**config.mk**
```make
export PLATFORM = sky130hd
export DESIGN_NAME = cond_wait_loader_flat
export DESIGN_NICKNAME = d
export VERILOG_FILES = /design/src/rtl/cond_wait_loader_pkg.sv /design/src/rtl/cond_wait_loader_if.sv /design/src/rtl/cond_wait_loader_hold_timer.sv /design/src/rtl/cond_wait_loader.sv /design/src/flat_wrapper.sv
export SDC_FILE = /design/constraint.sdc
export NUM_CORES = 1
export LEC_CHECK = 0
export ABC_AREA = 0
export BUFFER_PORTS_ARGS = -buffer_cell sky130_fd_sc_hd__buf_4
export CAP_MARGIN = 20
export CELL_PAD_IN_SITES_DETAIL_PLACEMENT = 1
export CELL_PAD_IN_SITES_GLOBAL_PLACEMENT = 1
export CORE_UTILIZATION = 30
export DETAILED_ROUTE_END_ITERATION = 6
export PLACE_DENSITY = 0.77
export SETUP_SLACK_MARGIN = 0.5
export SYNTH_ARGS = -nofsm -noshare
export SYNTH_HDL_FRONTEND = slang
export SYNTH_HIERARCHICAL = 1
export SYNTH_SLANG_ARGS = --single-unit
```
**constraint.sdc**
```tcl
create_clock -name clk -period 1.45 [get_ports clk]
set_input_delay 0.0725 -clock clk [delete_from_list [all_inputs] [get_ports clk]]
set_output_delay 0.0725 -clock clk [all_outputs]
set_load 0.01 [all_outputs]
```
**src/rtl/cond_wait_loader_pkg.sv**
```systemverilog
// cond_wait_pkg: shared state encoding and default constants for the
// conditional wait-and-load block and its hold-off timer.
package cond_wait_pkg;

  localparam int CWL_WIDTH = 4;
  localparam int CWL_HOLD  = 1;
  localparam int CWL_CNT_W = 8;

  typedef enum logic [1:0] {
    ST_IDLE = 2'd0,
    ST_WAIT = 2'd1,
    ST_HOLD = 2'd2
  } cwl_state_e;

  // Timer width able to hold HOLD-1; never narrower than one bit.
  function automatic int cwl_timer_w(input int hold);
    return (hold > 1) ? $clog2(hold) : 1;
  endfunction

endpackage

```
**src/rtl/cond_wait_loader_if.sv**
```systemverilog
// Signal bundle between the stimulus/sequencer stage (master) and the
// wait-and-load block (slave).
interface cond_wait_loader_if
  import cond_wait_pkg::*;
#(
  parameter int WIDTH = CWL_WIDTH,
  parameter int CNT_W = CWL_CNT_W
);

  logic             enable;
  logic [WIDTH-1:0] value_in;
  logic [WIDTH-1:0] match_in;
  logic [WIDTH-1:0] load_in;
  logic [WIDTH-1:0] value_out;
  logic             load_pulse;
  logic             busy;
  logic [CNT_W-1:0] load_count;

  modport master (
    output enable, value_in, match_in, load_in,
    input  value_out, load_pulse, busy, load_count
  );

  modport slave (
    input  enable, value_in, match_in, load_in,
    output value_out, load_pulse, busy, load_count
  );

endinterface

```
**src/rtl/cond_wait_loader_hold_timer.sv**
```systemverilog
// cwl_hold_timer: hold-off down-counter. start loads HOLD-1, the count
// decrements to zero and expire is high whenever the count is zero.
// clear (and reset) force the count back to zero.
module cwl_hold_timer #(
  parameter int HOLD  = 1,
  parameter int CNT_W = 1
) (
  input  logic i_clk,
  input  logic i_reset,
  input  logic i_start,
  input  logic i_clear,
  output logic o_expire
);

  localparam logic [CNT_W-1:0] START_VAL = CNT_W'(HOLD - 1);

  logic [CNT_W-1:0] r_cnt;

  // Load on start, otherwise count down and park at zero.
  always_ff @(posedge i_clk) begin
    if (i_reset || i_clear) begin
      r_cnt <= '0;
    end else if (i_start) begin
      r_cnt <= START_VAL;
    end else if (r_cnt != '0) begin
      r_cnt <= r_cnt - CNT_W'(1);
    end
  end

  assign o_expire = (r_cnt == '0);

endmodule

```
**src/rtl/cond_wait_loader.sv**
```systemverilog
// cond_wait_loader: every clock compares value_in against match_in while
// waiting; on a match loads load_in into value_out, strobes load_pulse and
// then holds off for HOLD cycles before comparing again. A persistent
// match therefore reloads every HOLD+1 cycles.
// Optional feature: define COND_WAIT_LOADER_CNT_EN to build the saturating
// load_count counter; otherwise load_count is tied to zero.
//
// state   | meaning
// --------+-----------------------------------------------------------
// ST_IDLE | disarmed; no compare, moves to ST_WAIT when enable is high
// ST_WAIT | compare every cycle; load on match
// ST_HOLD | hold-off after a load; inputs ignored until the timer expires
module cond_wait_loader
  import cond_wait_pkg::*;
#(
  parameter int WIDTH = CWL_WIDTH,
  parameter int HOLD  = CWL_HOLD,
  parameter int CNT_W = CWL_CNT_W
) (
  input logic               clk,
  input logic               reset,
  cond_wait_loader_if.slave bus
);

  localparam int TIMER_W = cwl_timer_w(HOLD);

  cwl_state_e       r_state;
  logic [WIDTH-1:0] r_value_out;
  logic             r_load_pulse;
  logic             r_busy;

  logic w_match;
  logic w_take;
  logic w_clear;
  logic w_expire;

  assign w_match = (bus.value_in == bus.match_in);
  // enable has priority over a simultaneous match
  assign w_take  = (r_state == ST_WAIT) && bus.enable && w_match;
  assign w_clear = !bus.enable;

  generate
    if (HOLD > 0) begin : g_timer
      cwl_hold_timer #(
        .HOLD  (HOLD),
        .CNT_W (TIMER_W)
      ) u_hold_timer (
        .i_clk    (clk),
        .i_reset  (reset),
        .i_start  (w_take),
        .i_clear  (w_clear),
        .o_expire (w_expire)
      );
    end else begin : g_no_timer
      assign w_expire = 1'b1;
    end
  endgenerate

  // Sequencing FSM with registered outputs.
  always_ff @(posedge clk) begin
    if (reset) begin
      r_state      <= ST_IDLE;
      r_value_out  <= '0;
      r_load_pulse <= 1'b0;
      r_busy       <= 1'b0;
    end else if (!bus.enable) begin
      r_state      <= ST_IDLE;
      r_load_pulse <= 1'b0;
      r_busy       <= 1'b0;
    end else begin
      case (r_state)
        ST_IDLE: begin
          r_state      <= ST_WAIT;
          r_load_pulse <= 1'b0;
          r_busy       <= 1'b0;
        end
        ST_WAIT: begin
          if (w_match) begin
            r_value_out  <= bus.load_in;
            r_load_pulse <= 1'b1;
            if (HOLD > 0) begin
              r_state <= ST_HOLD;
              r_busy  <= 1'b1;
            end else begin
              r_state <= ST_WAIT;
              r_busy  <= 1'b0;
            end
          end else begin
            r_load_pulse <= 1'b0;
            r_busy       <= 1'b0;
          end
        end
        ST_HOLD: begin
          r_load_pulse <= 1'b0;
          if (w_expire) begin
            r_state <= ST_WAIT;
            r_busy  <= 1'b0;
          end else begin
            r_busy  <= 1'b1;
          end
        end
        default: begin
          r_state      <= ST_IDLE;
          r_load_pulse <= 1'b0;
          r_busy       <= 1'b0;
        end
      endcase
    end
  end

  assign bus.value_out  = r_value_out;
  assign bus.load_pulse = r_load_pulse;
  assign bus.busy       = r_busy;

`ifdef COND_WAIT_LOADER_CNT_EN
  logic [CNT_W-1:0] r_load_count;

  // Saturating count of loads since reset, updated on the load edge.
  always_ff @(posedge clk) begin
    if (reset) begin
      r_load_count <= '0;
    end else if (w_take && (r_load_count != '1)) begin
      r_load_count <= r_load_count + CNT_W'(1);
    end
  end

  assign bus.load_count = r_load_count;
`else
  assign bus.load_count = '0;
`endif

endmodule

```
**src/flat_wrapper.sv**
```systemverilog
// flat-port wrapper written by rule: the top's interface ports become plain ports
module cond_wait_loader_flat import cond_wait_pkg::*;
#(
  parameter int WIDTH = CWL_WIDTH,
  parameter int HOLD  = CWL_HOLD,
  parameter int CNT_W = CWL_CNT_W
)
  (clk, reset, bus_enable, bus_value_in, bus_match_in, bus_load_in, bus_value_out, bus_load_pulse, bus_busy, bus_load_count);
  cond_wait_loader_if #(.WIDTH(WIDTH), .CNT_W(CNT_W)) bus_i ();
  input logic clk;
  input logic reset;
  input wire logic [$bits(bus_i.enable)-1:0] bus_enable;
  input wire logic [$bits(bus_i.value_in)-1:0] bus_value_in;
  input wire logic [$bits(bus_i.match_in)-1:0] bus_match_in;
  input wire logic [$bits(bus_i.load_in)-1:0] bus_load_in;
  output wire logic [$bits(bus_i.value_out)-1:0] bus_value_out;
  output wire logic [$bits(bus_i.load_pulse)-1:0] bus_load_pulse;
  output wire logic [$bits(bus_i.busy)-1:0] bus_busy;
  output wire logic [$bits(bus_i.load_count)-1:0] bus_load_count;
  assign bus_i.enable = bus_enable;
  assign bus_i.value_in = bus_value_in;
  assign bus_i.match_in = bus_match_in;
  assign bus_i.load_in = bus_load_in;
  assign bus_value_out = bus_i.value_out;
  assign bus_load_pulse = bus_i.load_pulse;
  assign bus_busy = bus_i.busy;
  assign bus_load_count = bus_i.load_count;
  cond_wait_loader #(.WIDTH(WIDTH), .HOLD(HOLD), .CNT_W(CNT_W)) u_core (.clk(clk), .reset(reset), .bus(bus_i));
endmodule
```
# After elaboration in Yosys (flattened, before gate mapping)
# Index checks and enable logic that the tools add are counted.
# word_totals
output_inout_bits,14
in_bits,15
elab_cells,30
regBits,9
# op_classes
addsub,1
n_mux,6
eq_ne,5
n_bitwise,3
reduce_logical,10
# ops
cell,count
2-bit one-hot mux with 3 select lines,1
3-bit OR reduction,2
4-bit == test,1
2-bit two-way mux,2
1-bit NOT,3
3-bit AND reduction,1
2-bit by 1-bit == test with 1-bit output (second input constant),1
2-bit == test (second input constant),1
1-bit logical AND,2
2-bit logical NOT,1
1-bit two-way mux,2
2-bit by 1-bit != test with 1-bit output (second input constant),1
2-bit != test (second input constant),1
1-bit one-hot mux with 2 select lines,1
2-bit AND reduction,1
2-bit OR reduction,1
1-bit logical NOT,1
1-bit logical OR,1
1-bit subtractor (second input constant),1

# Depth between registers and ports, before layout
# Gate-level depths: netlist (run 1).
# depth
word_depth,4
ltp_mapped,6
depth_no_buf,6

# Modules after synthesis
# The synthesis (run 1) kept the hierarchy.
# by_module_without_submodules
mod,area_each_um2,cells_per_inst,seq_area_each_um2,n_inst
cond_wait_loader,543.0,60,160.2,1
cwl_hold_timer,27.5,3,20.0,1

# Worst setup path after synthesis (run 1)
# No wires, ideal clock.
# synth_path
path_kind,reg2reg
from,register u_core.r_state[1]
to,register u_core.r_state[0]
setup_slack_ps,217
stages_incl_launch_ff,7
required_ps,1380
arrival_ps,1163
n_path_buf,0
setup_ps,70
period_less_slack_ps,1233
cell_sequence,dfxtp_1 inv_1 ha_1 inv_1 a41oi_1 or3_1 a21oi_1
# synth_via
elab_chain_cells,3
elab_cells_between_ends,7
cone_classes,4 x eq/ne; 1 x mux; 2 x reduce/logical
# synth_rtl
element,line_no,rtl
from (decl),cond_wait_loader.sv:27,cwl_state_e r_state;
from (signal assigned),cond_wait_loader.sv:62,r_state <= ST_IDLE;
from (signal assigned),cond_wait_loader.sv:67,r_state <= ST_IDLE;
from (signal assigned),cond_wait_loader.sv:73,r_state <= ST_WAIT;
2-bit by 1-bit == test with 1-bit output / 2-bit == test (equally long branches),cond_wait_loader.sv:71,case (r_state)
2-bit by 1-bit != test with 1-bit output (no source line) / 2-bit != test (equally long branches),--,
2-bit AND reduction (no source line),--,
# Parallel ways exist; a longest one is shown, timed or not.
# A chain may end at the register's enable or synchronous reset.

# Worst setup path in the final report (run 1)
# layout_path
from,register u_core.r_state[0]
to,register u_core.r_state[0]
# The elaborated chain is that of the path after synthesis.

==> results of run 1 <==
[per-stage QoR]
stage | cells | area, um^2 | power (mW) | setup slack [ns] | hold slack [ns]
after floorplan | 69 | 620.6 | 0.3374 | 0.2611 | 0.2272
after global placement | 105 | 730.7 | 0.3629 | 0.1868 | 0.3496
after detailed placement | 105 | 730.7 | 0.3653 | 0.1760 | 0.3587
after CTS | 111 | 792.0 | 0.5613 | 0.2209 | 0.08527
after global routing | 112 | 828.3 | 0.5980 | 0.1320 | 0.09659
final | 112 | 828.3 | 0.5636 | 0.2172 | 0.09657
[critical path: cells and delay by family, from the launching register on]
family	cells	cell delay (ns)
AO/OA/AOI/OAI	1	0.13
AND/OR/NAND/NOR	1	0.30
adder cells (fa/ha/maj)	1	0.16
buffers and inverters	1	0.07
multiplexers	1	0.11
flip-flops	1	0.39
[state kept, by name, summed over array words and instances (netlist names)]
| signal | flops |
|---|---|
| u_core/r_state | 2 |
| u_core/bus.load_pulse | 1 |
| u_core/bus.busy | 1 |
| u_core/g_timer.u_hold_timer/r_cnt | 1 |
| u_core/bus.value_out | 4 |
[where the power goes]
group / total, mW / switching [mW] / internal (mW) / leakage (nW)
Clock: 0.187 / 0.0815 / 0.106 / 0.0150
Combinational: 0.119 / 0.0548 / 0.0638 / 0.271
Sequential: 0.258 / 0.00682 / 0.251 / 0.0746
Total: 0.564 / 0.143 / 0.421 / 0.361
[final timing paths]
path | startpoint | endpoint | slack (ns) | depth (start not counted)
max | u_core/r_state[0] | u_core/r_state[0] | 0.22 | 5
min reg2reg | u_core/bus.value_out[2] | u_core/bus.value_out[2] | 0.48 | 2
max reg2reg | u_core/r_state[0] | u_core/r_state[0] | 0.22 | 5
min | bus_load_in[2] | u_core/bus.value_out[2] | 0.1 | 3
[per-layer routing]
metal | share of wire | vias to the layer above | track usage
met3 | 0.041 | 0 | 0.05952
met4 | 0 | 0 | 0.03636
met5 | 0 | - | 0
li1 | - | 232 | -
met1 | 0.40 | 216 | 0.1253
met2 | 0.56 | 10 | 0.2200
[timing repair]
item                                    4_1_cts  5_1_grt
endpoints found under the setup margin        7        8
resized for setup                             5        5
pin swaps                                     5        2
buffers inserted                              2        1
[area by class of cell]
class,instances,share of cell area
multi-input cells,46,0.4653
inverters,5,0.02568
flip-flops and latches,9,0.2266
well taps,25,0.03776
repair buffers,23,0.2130
clock buffers,4,0.03172
[layout by cell type, fill, tap and decap left out, drive strengths merged]
cell / instances
a41oi: 1
and3: 1
a211oi: 1
xnor2: 4
nand2b: 10
o21ai: 2
a21oi: 2
buf: 23
conb: 9
nor2b: 1
or3: 1
nor2: 1
clkbuf: 4
mux2i: 5
ha: 5
nand2: 1
and4: 1
inv: 5
dfxtp: 9
nand3b: 1
==> results.toml, run 1 <==
[status]
outcome = "completed"

[power]
vdd_ir_drop_max_mv = 0.5631
leakage_nw = 0.3606
powerDensity_nw_per_um2 = 680.4

[worst_setup_path]
crit_chain = "inv_2 -> ha_4 -> mux2i_1 -> or3_1 -> a21oi_1"
startpoint_type = "register"
critPathMaxFanout = 5
crit_arrival_ns = 1.41
max_stage_delay_ns = 0.39
slowest_stage = "dfxtp_4"
cp.required_ns = 1.63
end_kind = "register"
worstSetupPathType = "register to register"

[floorplanning]
dieHeight_um = 45.47
dieArea_um2 = 2067
die_w_um = 45.47
start_util = 0.3247
core-area_um2 = 1745
num_rows = 15
pin_count = 29

[logic_synthesis]
postSynthCellCount = 62
syn_avg_cell_area_um2 = 9.142
ys_warn_count = 6
synthesis.area_um2 = 566.8

[global_routing]
antenna_found_initial = 0
grt_max_degree = 10
gr-total-overflow = 0
grt_usage = 0.1233
grt_pass1_vias = 457
grt_pass1_wl_mm = 1.821

[placement]
hpwlAfterDp_um = 882.1
portBuffers = 20
gp_congestion = 0.6450

[sta]
maxSlewViolCount = 0
setup_viol = 0
fmax_ghz = 0.8112
min_period_ns = 1.233
final_hold_viol_count = 0
fin_worst_skew_ns = 0.001801
rsz0062_at_grt = "true"
fin_setup_tns_ns = 0
fin_crit_sh = 0.8502

[finish]
diodes = 0
seqCellArea_um2 = 187.7
area_growth_pct = 46.14
fin_util = 0.4746
drive_above_1_share = 0.4368
nets = 108
n_fill_cell = 213
multi_input_area_um2 = 385.4

[routing]
vias = 458
wl_per_cell_um = 10.25
drt_iter0_markers = 0
via_per_inst = 4.089
first_pass_iters = 1
wl_mm = 1.148
drc = 0
antenna_left = 0

[cts]
clk_path_buf_depth = 2
postCtsHoldBufs = 0
clkTransAtPathRegs_ns = 0.06
tritoncts = "done"
htreeDepth = 1
root_buffer = "clkbuf_4"
cts-buffers-inserted = 3
clkSinkCount = 9
clk-insertion-delay-late_ns = 0.25

[run]
drv_cap = 0

[hold_path]
hold_path.class = "input port to register"
Note: power is estimated with default switching activity, not from simulation.
==> run 2, diff against run 1 <==
Settings changed: CORE_MARGIN from default to 10.
==> results.toml, run 2 (synthesis gave the netlist of run 1 again) <==
[routing]
drc = 0
via_per_inst = 4.099
drt_iter0_markers = 4
wl_mm = 1.414
vias = 455
antenna_left = 0
wl_per_cell_um = 12.74
first_pass_iters = 2

[finish]
n_fill_cell = 221
seqCellArea_um2 = 187.7
multi_input_area_um2 = 385.4
area_growth_pct = 45.25
final_cell_mix = "21 x buf_4, 10 x nand2b_1, 9 x conb_1"
drive_above_1_share = 0.4302
largest_reg_flops = 4
mostFrequentLayoutCell = "buf_4"
nets = 107
diodes = 0

[hold_path]
holdPathStages = 3
hold_path.class = "input port to register"

[cts]
htreeDepth = 1
postCtsHoldBufs = 0
clkSinkCount = 9
clkTransAtPathRegs_ns = 0.06
tritoncts = "done"
clk-insertion-delay-late_ns = 0.26
cts-buffers-inserted = 3
clk_path_buf_depth = 2
root_buffer = "clkbuf_4"

[worst_setup_path]
critPathLaunch = "u_core/r_state[1]"
r2r_end = "u_core/r_state[0]"
cp.required_ns = 1.63
r2r-start = "u_core/r_state[1]"
rr_worst_depth = 6
crit_arrival_ns = 1.43
startpoint_type = "register"
worstSetupPathType = "register to register"
critPathMaxFanout = 4
end_kind = "register"
reg2reg_slack_ns = 0.21
endpoint = "u_core/r_state[0]"

[placement]
gp_congestion = 0.7680
portBuffers = 20
hpwlAfterDp_mm = 1.145

[power]
powerDensity_nw_per_um2 = 693.1
vdd_ir_drop_max_mv = 0.4888
leakage_nw = 0.3571
total_power_uw = 570.7

[sta]
setup_viol = 0
fmax_ghz = 0.8053
min_period_ns = 1.242
fin_setup_tns_ns = 0
rsz0062_at_grt = "true"
maxSlewViolCount = 0
fin_crit_sh = 0.8564
final_hold_viol_count = 0
fin_worst_skew_ns = 0.005321

[floorplanning]
dieArea_um2 = 4028
num_rows = 15
pin_count = 29
dieHeight_um = 63.47
start_util = 0.3213
core-area_um2 = 1764
die_w_um = 63.47

[status]
outcome = "completed"

[global_routing]
grt_usage = 0.07041
grt_max_degree = 10
antenna_found_initial = 0
grt_pass1_wl_mm = 2.263
grt_pass1_vias = 474
gr-total-overflow = 0

[run]
drv_cap = 0
run 2: changes by cell type in the layout (fill, tap and decap cells not counted), sizes merged:
cell	delta
buf	-1
run 2: power breakdown:
| part | internal [mW] | total [mW] | switching, mW |
|---|---|---|---|
| Sequential | 0.251 | 0.259 | 0.00782 |
| Combinational | 0.0629 | 0.117 | 0.0543 |
| Clock | 0.106 | 0.195 | 0.0885 |
| Total | 0.420 | 0.571 | 0.151 |
run 2: cell type report:
type                    instances  share of cell area
flip-flops and latches          9              0.2280
clock buffers                   4             0.03191
well taps                      25             0.03799
multi-input cells              46              0.4681
repair buffers                 22              0.2052
inverters                       5             0.02888
run 2: metal layers:
metal / wire (um) / global-route usage
met4: 0 / 0.01639
met3: 76 / 0.03887
met1: 552 / 0.06818
met5: 0 / 0
met2: 784 / 0.1269
run 2: worst min-delay path by stage:
stage | start | to | slack [ns]
floorplan | bus_load_in[0] | u_core/bus.value_out[0] | 0.23
global placement | bus_load_in[0] | u_core/bus.value_out[0] | 0.34
detailed placement | bus_load_in[1] | u_core/bus.value_out[1] | 0.35
CTS | bus_load_in[1] | u_core/bus.value_out[1] | 0.08
global route | bus_load_in[0] | u_core/bus.value_out[0] | 0.09
finish | bus_load_in[3] | u_core/bus.value_out[3] | 0.09
run 2: timing repair:
item,CTS,global route
hold endpoints to repair,0,0
buffers inserted,2,0
endpoints found under the setup margin,7,8
gates resized for setup,2,9
pin swaps,3,1
run 2: per-stage QoR:
step | util | instance area [um^2] | worst slack [ns] | cells | hold slack [ns]
global route | 0.4667 | 823.3 | 0.1566 | 111 | 0.08999
CTS | 0.4404 | 777.0 | 0.2207 | 111 | 0.07876
floorplan | - | 620.6 | 0.2611 | 69 | 0.2272
detailed placement | 0.4142 | 730.7 | 0.1720 | 105 | 0.3547
global placement | 0.4142 | 730.7 | 0.2039 | 105 | 0.3447
finish | 0.4667 | 823.3 | 0.2083 | 111 | 0.08605
run 2: critical path: stages, from the launching register on:
cell and delay, ns:
dfxtp_4 0.38, inv_4 0.05, ha_4 0.16, inv_2 0.04
a41oi_2 0.04, or3_1 0.37, a21oi_1 0.12
